## src/rtl/segment_prob_scheduler_pkg.sv

```systemverilog
// Shared constants for the segment randomisation sequencer: state encoding,
// probability thresholds per class and LFSR tap positions.
`ifndef RNDSIZE
`define RNDSIZE 16
`endif
`ifndef BITMAP_NB_SEGMENTS
`define BITMAP_NB_SEGMENTS 7
`endif

package segment_prob_scheduler_pkg;

  typedef enum logic [1:0] {
    ST_IDLE = 2'd0,
    ST_GEN  = 2'd1,
    ST_OUT  = 2'd2
  } state_t;

  // Segment is ON when the 4-bit LFSR sample is below the class threshold.
  localparam logic [3:0] THR_C0 = 4'd8;
  localparam logic [3:0] THR_C1 = 4'd10;
  localparam logic [3:0] THR_C2 = 4'd12;
  localparam logic [3:0] THR_C3 = 4'd14;

  // Low taps; the top tap is always RNDSIZE-1.
  localparam int TAP_A = 3;
  localparam int TAP_B = 2;
  localparam int TAP_C = 0;

  function automatic logic [3:0] class_thr(input logic [1:0] cls);
    case (cls)
      2'b00:   class_thr = THR_C0;
      2'b01:   class_thr = THR_C1;
      2'b10:   class_thr = THR_C2;
      default: class_thr = THR_C3;
    endcase
  endfunction

endpackage

```

## src/rtl/segment_prob_scheduler_lfsr_step.sv

```systemverilog
// Combinational LFSR next-state plus 4-bit threshold decision; shared with
// the datapath expander so both sides use the same polynomial.
module seg_lfsr_step
  import segment_prob_scheduler_pkg::*;
#(
  parameter int RNDSIZE = `RNDSIZE
) (
  input  logic [RNDSIZE-1:0] lfsr,
  input  logic [1:0]         cls,
  output logic [RNDSIZE-1:0] lfsr_next,
  output logic               seg_on
);

  logic fb;

  assign fb        = lfsr[RNDSIZE-1] ^ lfsr[TAP_A] ^ lfsr[TAP_B] ^ lfsr[TAP_C];
  assign lfsr_next = {lfsr[RNDSIZE-2:0], fb};
  assign seg_on    = (lfsr[3:0] < class_thr(cls));

endmodule

```

## src/rtl/segment_prob_scheduler.sv

```systemverilog
// Frame sequencer: steps the LFSR once per segment, builds one bitmap per
// digit and hands it downstream on valid/ready. Optional SEGPROB_ALWAYS_ON_EN
// adds a per-digit always_on override.
//
// state | meaning
// IDLE  | waiting for start / seed_load
// GEN   | one segment decided per cycle for the current digit
// OUT   | bitmap presented, waiting for out_ready
module segment_prob_scheduler
  import segment_prob_scheduler_pkg::*;
#(
  parameter int RNDSIZE     = `RNDSIZE,
  parameter int NB_SEGMENTS = `BITMAP_NB_SEGMENTS,
  parameter int NB_DIGITS   = 2,
  parameter int RESET_SEED  = 1,
  localparam int DIG_W = (NB_DIGITS > 1) ? $clog2(NB_DIGITS) : 1,
  localparam int SEG_W = (NB_SEGMENTS > 1) ? $clog2(NB_SEGMENTS) : 1
) (
  input  logic                   clk,
  input  logic                   rst,
  input  logic                   start,
  input  logic [2*NB_DIGITS-1:0] prob_cfg,
`ifdef SEGPROB_ALWAYS_ON_EN
  input  logic [NB_DIGITS-1:0]   always_on,
`endif
  input  logic                   seed_load,
  input  logic [RNDSIZE-1:0]     seed,
  output logic                   out_valid,
  input  logic                   out_ready,
  output logic [NB_SEGMENTS-1:0] out_bitmap,
  output logic [DIG_W-1:0]       out_digit,
  output logic                   busy,
  output logic                   done
);

  state_t                   state_q, state_d;
  logic [RNDSIZE-1:0]       lfsr_q, lfsr_next;
  logic [2*NB_DIGITS-1:0]   prob_q;
  logic [DIG_W-1:0]         digit_q;
  logic [SEG_W-1:0]         seg_q;
  logic [NB_SEGMENTS-1:0]   bitmap_q;
  logic                     done_q;
  logic [1:0]               cls;
  logic                     seg_on, seg_force;
  logic                     last_seg, last_digit;

`ifdef SEGPROB_ALWAYS_ON_EN
  logic [NB_DIGITS-1:0]     aon_q;
`endif

  assign last_seg   = (seg_q == SEG_W'(NB_SEGMENTS - 1));
  assign last_digit = (digit_q == DIG_W'(NB_DIGITS - 1));

  always_comb begin
    cls       = 2'b00;
    seg_force = 1'b0;
    for (int d = 0; d < NB_DIGITS; d++) begin
      if (digit_q == DIG_W'(d)) begin
        cls = prob_q[2*d +: 2];
`ifdef SEGPROB_ALWAYS_ON_EN
        seg_force = aon_q[d];
`endif
      end
    end
  end

  seg_lfsr_step #(.RNDSIZE(RNDSIZE)) u_step (
    .lfsr      (lfsr_q),
    .cls       (cls),
    .lfsr_next (lfsr_next),
    .seg_on    (seg_on)
  );

  always_ff @(posedge clk) begin
    if (rst) state_q <= ST_IDLE;
    else     state_q <= state_d;
  end

  always_comb begin
    state_d = state_q;
    case (state_q)
      ST_IDLE: if (!seed_load && start) state_d = ST_GEN;
      ST_GEN:  if (last_seg) state_d = ST_OUT;
      ST_OUT:  if (out_ready) state_d = last_digit ? ST_IDLE : ST_GEN;
      default: state_d = ST_IDLE;
    endcase
  end

  always_comb begin
    out_valid  = (state_q == ST_OUT);
    busy       = (state_q != ST_IDLE);
    done       = done_q;
    out_bitmap = bitmap_q;
    out_digit  = digit_q;
  end

  always_ff @(posedge clk) begin
    if (rst) begin
      lfsr_q   <= RNDSIZE'(RESET_SEED);
      prob_q   <= '0;
      digit_q  <= '0;
      seg_q    <= '0;
      bitmap_q <= '0;
      done_q   <= 1'b0;
`ifdef SEGPROB_ALWAYS_ON_EN
      aon_q    <= '0;
`endif
    end else begin
      done_q <= 1'b0;
      case (state_q)
        ST_IDLE: begin
          if (seed_load) begin
            // An all-zero LFSR would lock up, so zero seeds load as 1.
            lfsr_q <= (seed == '0) ? RNDSIZE'(1) : seed;
          end else if (start) begin
            prob_q  <= prob_cfg;
            digit_q <= '0;
            seg_q   <= '0;
`ifdef SEGPROB_ALWAYS_ON_EN
            aon_q   <= always_on;
`endif
          end
        end
        ST_GEN: begin
          bitmap_q[seg_q] <= seg_on | seg_force;
          lfsr_q          <= lfsr_next;
          seg_q           <= seg_q + SEG_W'(1);
        end
        ST_OUT: begin
          if (out_ready) begin
            if (last_digit) begin
              done_q <= 1'b1;
            end else begin
              digit_q <= digit_q + DIG_W'(1);
              seg_q   <= '0;
            end
          end
        end
        default: ;
      endcase
    end
  end

endmodule
```

## config.mk

```make
export PLATFORM = sky130hd
export DESIGN_NAME = segment_prob_scheduler
export DESIGN_NICKNAME = d
export VERILOG_FILES = /design/src/rtl/segment_prob_scheduler_pkg.sv /design/src/rtl/segment_prob_scheduler_lfsr_step.sv /design/src/rtl/segment_prob_scheduler.sv
export SDC_FILE = /design/constraint.sdc
export NUM_CORES = 1
export LEC_CHECK = 0
export BUFFER_PORTS_ARGS = -buffer_cell sky130_fd_sc_hd__buf_4
export CORE_ASPECT_RATIO = 1.2
export CORE_MARGIN = 3
export CORE_UTILIZATION = 45
export CTS_CLUSTER_DIAMETER = 100
export DETAILED_ROUTE_END_ITERATION = 8
export PLACE_DENSITY = 0.71
export SYNTH_ARGS = -nofsm -noshare
export SYNTH_HDL_FRONTEND = slang
export SYNTH_SLANG_ARGS = --single-unit
```

## constraint.sdc

```tcl
create_clock -name clk -period 1.8 [get_ports clk]
set_clock_uncertainty 0.15 [all_clocks]
set_input_delay 0.09 -clock clk [delete_from_list [all_inputs] [get_ports clk]]
set_output_delay 0.09 -clock clk [all_outputs]
set_load 0.05 [all_outputs]
```

* Word-level counts from Yosys, hierarchy flattened
Index checks and enable logic that the tools add are counted.
Operators by class: add/subtract/negate cells 2, $lt $le $gt $ge 3, equality and inequality tests 12, mux-type cells 24, bitwise logic cells 6, reductions and logical operators 16
Operators by type and width (number):
- $mux 16 | 2
- $pmux 16 s2 | 1
- $pmux 3 s3 | 2
- $logic_not 16->1 | 1
- $mux 3 | 4
- $ne 2x2->1 const B | 6
- $mux 2 | 4
- $bwmux 7 | 1
- $mux 1 | 7
- $pmux 2 s3 | 1
- $reduce_and 3->1 | 2
- $reduce_bool 2->1 | 3
- $reduce_and 5->1 | 1
- $eq 2x1->1 const B | 2
- $eq 2x2->1 const B | 2
- $logic_not 2->1 | 2
- $lt 3x4->1 const B | 1
- $lt 4x4->1 | 1
- $reduce_and 4->1 | 1
- $add 3x1->3 const B | 1
- $demux 1 s3 | 1
- $eq 3x3->1 const B | 1
- $ge 3x1->1 const B | 1
- $not 1->1 | 3
- 9 further kinds | 12
Word-level totals: register bits after elaboration 34, bits of input ports 25, output and inout bits 11, word-level logic and storage cells 70

* Depth between registers and ports, before layout
depth in word-level cells 5, depth in mapped cells 6, gate-level depth less buffers 6

* By module
Synthesis repeated with hierarchy kept, for this count alone.
Second synthesis, totals: cells, all modules 234, area total of the unflattened synthesis 1879.3 µm²
Modules (own cells, without submodules):
- segment_prob_scheduler | instances 1, cells each 210, area an instance 1700.4 µm², seq. area each 680.7 µm²
- seg_lfsr_step | instances 1, cells each 24, area an instance 178.9 µm², seq. area each 0.0 µm²

* Worst setup path after synthesis
No wires, ideal clock.
path type reg-to-reg, start point register digit_q, in the netlist out_digit, end point register bitmap_q[6], in the netlist out_bitmap[6], setup time 0.128 ns, arrival time 1.608 ns, data required time 1.522 ns, slack -0.086 ns, cell stages (with the launch flop) 7, path buffers 0, clock period less this slack 1.886 ns, path through dfxtp_1 mux2i_1 ha_1 o21a_1 o31ai_4 mux2i_1 nor2_1
Between the ends: word-level cells in the longest chain between the ends 5, elaborated cells between the ends (all ways) 7, those cells by class order compare (1); eq/ne (2); mux (3); reduce/logical (1)
Ends and longest elaborated chain:
- start: declaration | line segment_prob_scheduler.sv:39 | logic [DIG_W-1:0] digit_q;
- start signal: assignment | line segment_prob_scheduler.sv:134 | digit_q <= digit_q + DIG_W'(1);
- $mux 2 (*) | line segment_prob_scheduler.sv:58 | if (digit_q == DIG_W'(d)) begin
- $eq 2x2->1 (tied with other cells) | line segment_prob_scheduler_pkg.sv:30 | case (cls)
- $pmux 3 s3 (*) | line segment_prob_scheduler_pkg.sv:30
- $lt 4x4->1 (*) | line segment_prob_scheduler_lfsr_step.sv:18 | assign seg_on = (lfsr[3:0] < class_thr(cls));
- $bwmux 7 (*) | line segment_prob_scheduler.sv:125 | bitmap_q[seg_q] <= seg_on | seg_force;
- end signal: indexed assignment | line segment_prob_scheduler.sv:125
- end: declaration | line segment_prob_scheduler.sv:41 | logic [NB_SEGMENTS-1:0] bitmap_q;
Mark *: on every way between the ends. The rest lies on a longest branch, timed or not. A chain may end at the register's enable or synchronous reset.

* Final worst setup path
start point register digit_q, in the netlist out_digit, end point register bitmap_q[4], in the netlist out_bitmap[4]
The elaborated chain is that of the path after synthesis.

==> results.rst <==
.. list-table::
   :header-rows: 1

   * - Metric
     - Value
   * - Run status
     - finished, final reports clean
   * - Longest Clk Path Bufs
     - 2
   * - Count of pins on the block boundary
     - 36
   * - Critical Path AT
     - 1.61 ns
   * - Worst slew pin tran
     - 0.406 ns
   * - Number of cells produced by synthesis
     - 225
   * - Number of antenna violations at the first check in global routing
     - 0
   * - Worst min-delay path startpoint
     - rst
   * - Initial core utilization
     - 47.9%
   * - Most Frequent Cell on Critical Path
     - mux2i_1
   * - Core area
     - 3690 µm²
   * - Vias per Instance
     - 4.96
   * - Post-synth net total
     - 253
   * - Register-to-Register Setup Slack
     - 0.20 ns
   * - Aggregate negative setup slack
     - 0 ns
   * - Critical register-to-register path endpoint
     - out_bitmap[4]
   * - Crit-path max FO
     - 7
   * - Ordered list of cells on the worst path
     - mux2i_1, ha_1, o21a_1, o31ai_4, mux2i_1, nor2_1
   * - Routed Antenna Nets
     - 0
   * - Final total power
     - 1.76 mW
   * - Hold WC Path Type
     - input port to register
   * - Ratio of cells with drive above 1 in the final layout
     - 20.9%
   * - Netlist cell types
     - 37
   * - Internal portion of total power
     - 1.27 mW
   * - Depth of the worst register-to-register path
     - 6
   * - Net Switching
     - 0.485 mW
   * - Static leakage
     - 0.982 nW
   * - WP buf/inv
     - 0
   * - Area growth from synthesis to layout
     - 23.8%
   * - Clk pin slew, worst setup/hold paths
     - 0.06 ns
   * - Row cnt
     - 24
   * - Peak supply drop
     - 456 µV
   * - Capturing element type of the critical path
     - register
   * - Buffer count from post-CTS setup fixing
     - 0
   * - Max-slew violation count
     - 0
   * - Filler Cells Inserted
     - 370
   * - TritonCTS clock tree
     - done
   * - GP Congestion
     - 0.745
   * - Per-instance average area after synthesis
     - 7.86 µm²
   * - Total routing usage reported by global routing
     - 17.3%
   * - Y dimension of the die
     - 74.7 µm
   * - Cells on Worst Hold Path
     - 2
   * - Total of flip-flops plus latches after synthesis
     - 34
   * - Total congestion overflow after global routing
     - 0
   * - Post-detailed-route wirelength per cell
     - 12.1 µm
   * - Initial detailed-routing violation count
     - 102
   * - Count of input and output buffers
     - 35
   * - Total die area
     - 4720 µm²
   * - Relative slew slack
     - 72.7%
   * - Detailed Place HPWL
     - 2.65 mm
   * - DR pass1 iterations
     - 4
   * - Post-layout nets
     - 290
   * - Total of max-cap violations
     - 0
   * - DRC errors left
     - 0
   * - Flip-flop and latch area
     - 682 µm²
   * - Inserted Clock Buffers
     - 5
   * - Switching share of total power
     - 27.6%
   * - RSZ-0062 raised after global routing
     - false
   * - Max Clock Freq
     - 624 MHz
   * - Maximum number of pins on one net before global-route repair
     - 35
   * - Die outline width
     - 63.2 µm
   * - Via Count
     - 1561
   * - Required time of the critical path
     - 1.81 ns
   * - Area used by multi-input combinational logic
     - 995 µm²
   * - Power share of the clock group
     - 32.7%
   * - TritonCTS sink count
     - 34
   * - Critical-path cell with the highest stage delay
     - dfxtp_2
   * - Maximum cell stage delay along the critical path
     - 0.39 ns
   * - Largest delay contributor family on the critical path
     - flip-flops
   * - Share of the yosys chip area belonging to registers
     - 38.5%
   * - Diodes inserted
     - 0
   * - Post-route fraction of the period consumed by the critical path
     - 89.0%
   * - Sequential share of power
     - 48.0%
   * - Shortest period the worst path allows
     - 1.60 ns
   * - Crit path launch type
     - register
   * - Post-synthesis instance area
     - 1770 µm²
   * - Count of H-tree levels built during CTS
     - 2
   * - Worst-case hold path end point
     - out_bitmap[6]
   * - Detailed Route WL
     - 3.81 mm
   * - Global-route wire length before repair
     - 6.44 mm
   * - Cell at the root of the clock tree
     - clkbuf_8
   * - Stages on the worst setup path
     - 6
   * - Source-to-sink clock delay at the later pin of the worst-skew pair
     - 0.28 ns
   * - Number of global-route vias before repair
     - 1451
   * - RR Startpoint
     - out_digit
   * - Total setup violations reported at the end of the flow
     - 0
   * - Setup Crit Path Kind
     - register to register
   * - Gate power share
     - 19.4%
   * - P per Cell Area
     - 803 nW/µm²
   * - Count of synthesis-stage warnings from yosys
     - 0
   * - Hold violation count in the final report
     - 0
==> cell usage after synthesis (all sizes together) <==
| master | instances | share of area, % |
|---|---|---|
| o21a | 1 | 0.42 |
| xor2 | 2 | 0.99 |
| nor2 | 65 | 14 |
| o21ai | 5 | 1.4 |
| nor3b | 4 | 2.3 |
| nand3b | 1 | 0.42 |
| a221oi | 1 | 0.50 |
| mux2i | 13 | 7.4 |
| nand3 | 5 | 1.4 |
| and2b | 2 | 0.92 |
| a32oi | 1 | 0.50 |
| nor3 | 15 | 4.2 |
| nand4 | 1 | 0.35 |
| dfxtp | 34 | 38 |
| o32a | 1 | 0.57 |
| a21o | 1 | 0.42 |
| inv | 2 | 0.42 |
| ha | 3 | 2.1 |
| o21ba | 1 | 0.57 |
| xnor2 | 1 | 0.50 |
| or2 | 2 | 0.85 |
| nor2b | 18 | 6.4 |
| buf | 11 | 4.0 |
| a21oi | 20 | 5.7 |
| clkbuf | 4 | 0.85 |
| nor4 | 4 | 1.4 |
| nand2b | 2 | 0.71 |
| nand2 | 4 | 0.85 |
| o31ai | 1 | 1.2 |
==> layer usage <==
metal | share of wire [%] | wire [µm] | vias up | GRT usage [%]
met3 | 6.6 | 253 | 5 | 4.63
met1 | 46 | 1770 | 691 | 22.1
met2 | 46 | 1740 | 39 | 28.7
li1 | - | - | 826 | -
met4 | 1.4 | 53 | 0 | 5.76
met5 | 0 | 0 | - | 0
==> power by group through the flow <==
stage / combinational, mW / sequential (mW) / clock [mW]
2_1_floorplan: 0.238 / 0.861 / 0
3_3_place_gp: 0.331 / 0.860 / 0
3_5_place_dp: 0.333 / 0.860 / 0
4_1_cts: 0.344 / 0.843 / 0.601
5_1_grt: 0.385 / 0.851 / 0.637
6_report: 0.340 / 0.844 / 0.574
==> logic make-up after synthesis <==
logic type,Yosys count,share of synthesized area (%)
compound gates,32,11.2
simple gates,123,34.0
flops,34,38.5
buf+inv,17,5.30
xor+xnor,3,1.49
fa+ha+maj,3,2.12
mux,13,7.35
==> timing repair <==
action	CTS	global route
hold buffers	5	0
endpoints found under the hold margin	7	0
gates resized for setup	0	0
==> cell type report <==
cell class,count,area share [%]
tap,52,2.97
sequential,34,31.1
clock buffer,7,3.94
clock inverter,1,0.228
timing repair buffer,45,16.0
inverter,2,0.343
multi-input combinational,174,45.4
==> per-stage QoR <==
stage | setup slack (ns) | hold WS [ns] | cells | cell area (µm²) | utilization [%]
2_1_floorplan | 0.126 | 0.0871 | 225 | 1770 | -
3_3_place_gp | 0.259 | 0.173 | 302 | 2050 | 55.5
3_5_place_dp | 0.187 | 0.182 | 302 | 2050 | 55.5
4_1_cts | 0.182 | 0.0422 | 315 | 2190 | 59.3
5_1_grt | 0.0395 | 0.0589 | 315 | 2190 | 59.3
6_report | 0.198 | 0.0448 | 315 | 2190 | 59.3
==> state kept, by name, summed over array words and instances, names as in the netlist <==
name	count
done	1
lfsr_q	16
out_bitmap	7
out_digit	1
prob_q	4
seg_q	3
state_q	2
==> cell usage in the layout (no fill, tap or decap), drive strengths merged <==
cell type,count
o32a,1
nand2,4
nor2,65
xor2,2
ha,3
a21o,1
buf,40
nand3b,1
nand3,5
clkinv,1
mux2i,13
a21oi,20
dfxtp,34
inv,2
nor3,15
and2b,2
clkbuf,7
nor3b,4
nand2b,2
dlygate4sd3,5
nor4,4
o21ai,5
o31ai,1
xnor2,1
o21a,1
o21ba,1
a221oi,1
a32oi,1
nor2b,18
or2,2
nand4,1
==> worst max path at each step <==
stage | startpoint | end | slack, ns
detailed placement | out_digit | out_bitmap[4] | 0.19
finish | out_digit | out_bitmap[4] | 0.20
floorplan | out_digit | out_bitmap[6] | 0.13
global placement | out_digit | out_bitmap[2] | 0.26
global route | out_digit | out_bitmap[0] | 0.04
CTS | out_digit | out_bitmap[4] | 0.18
Power figures use the tool's default switching activity.
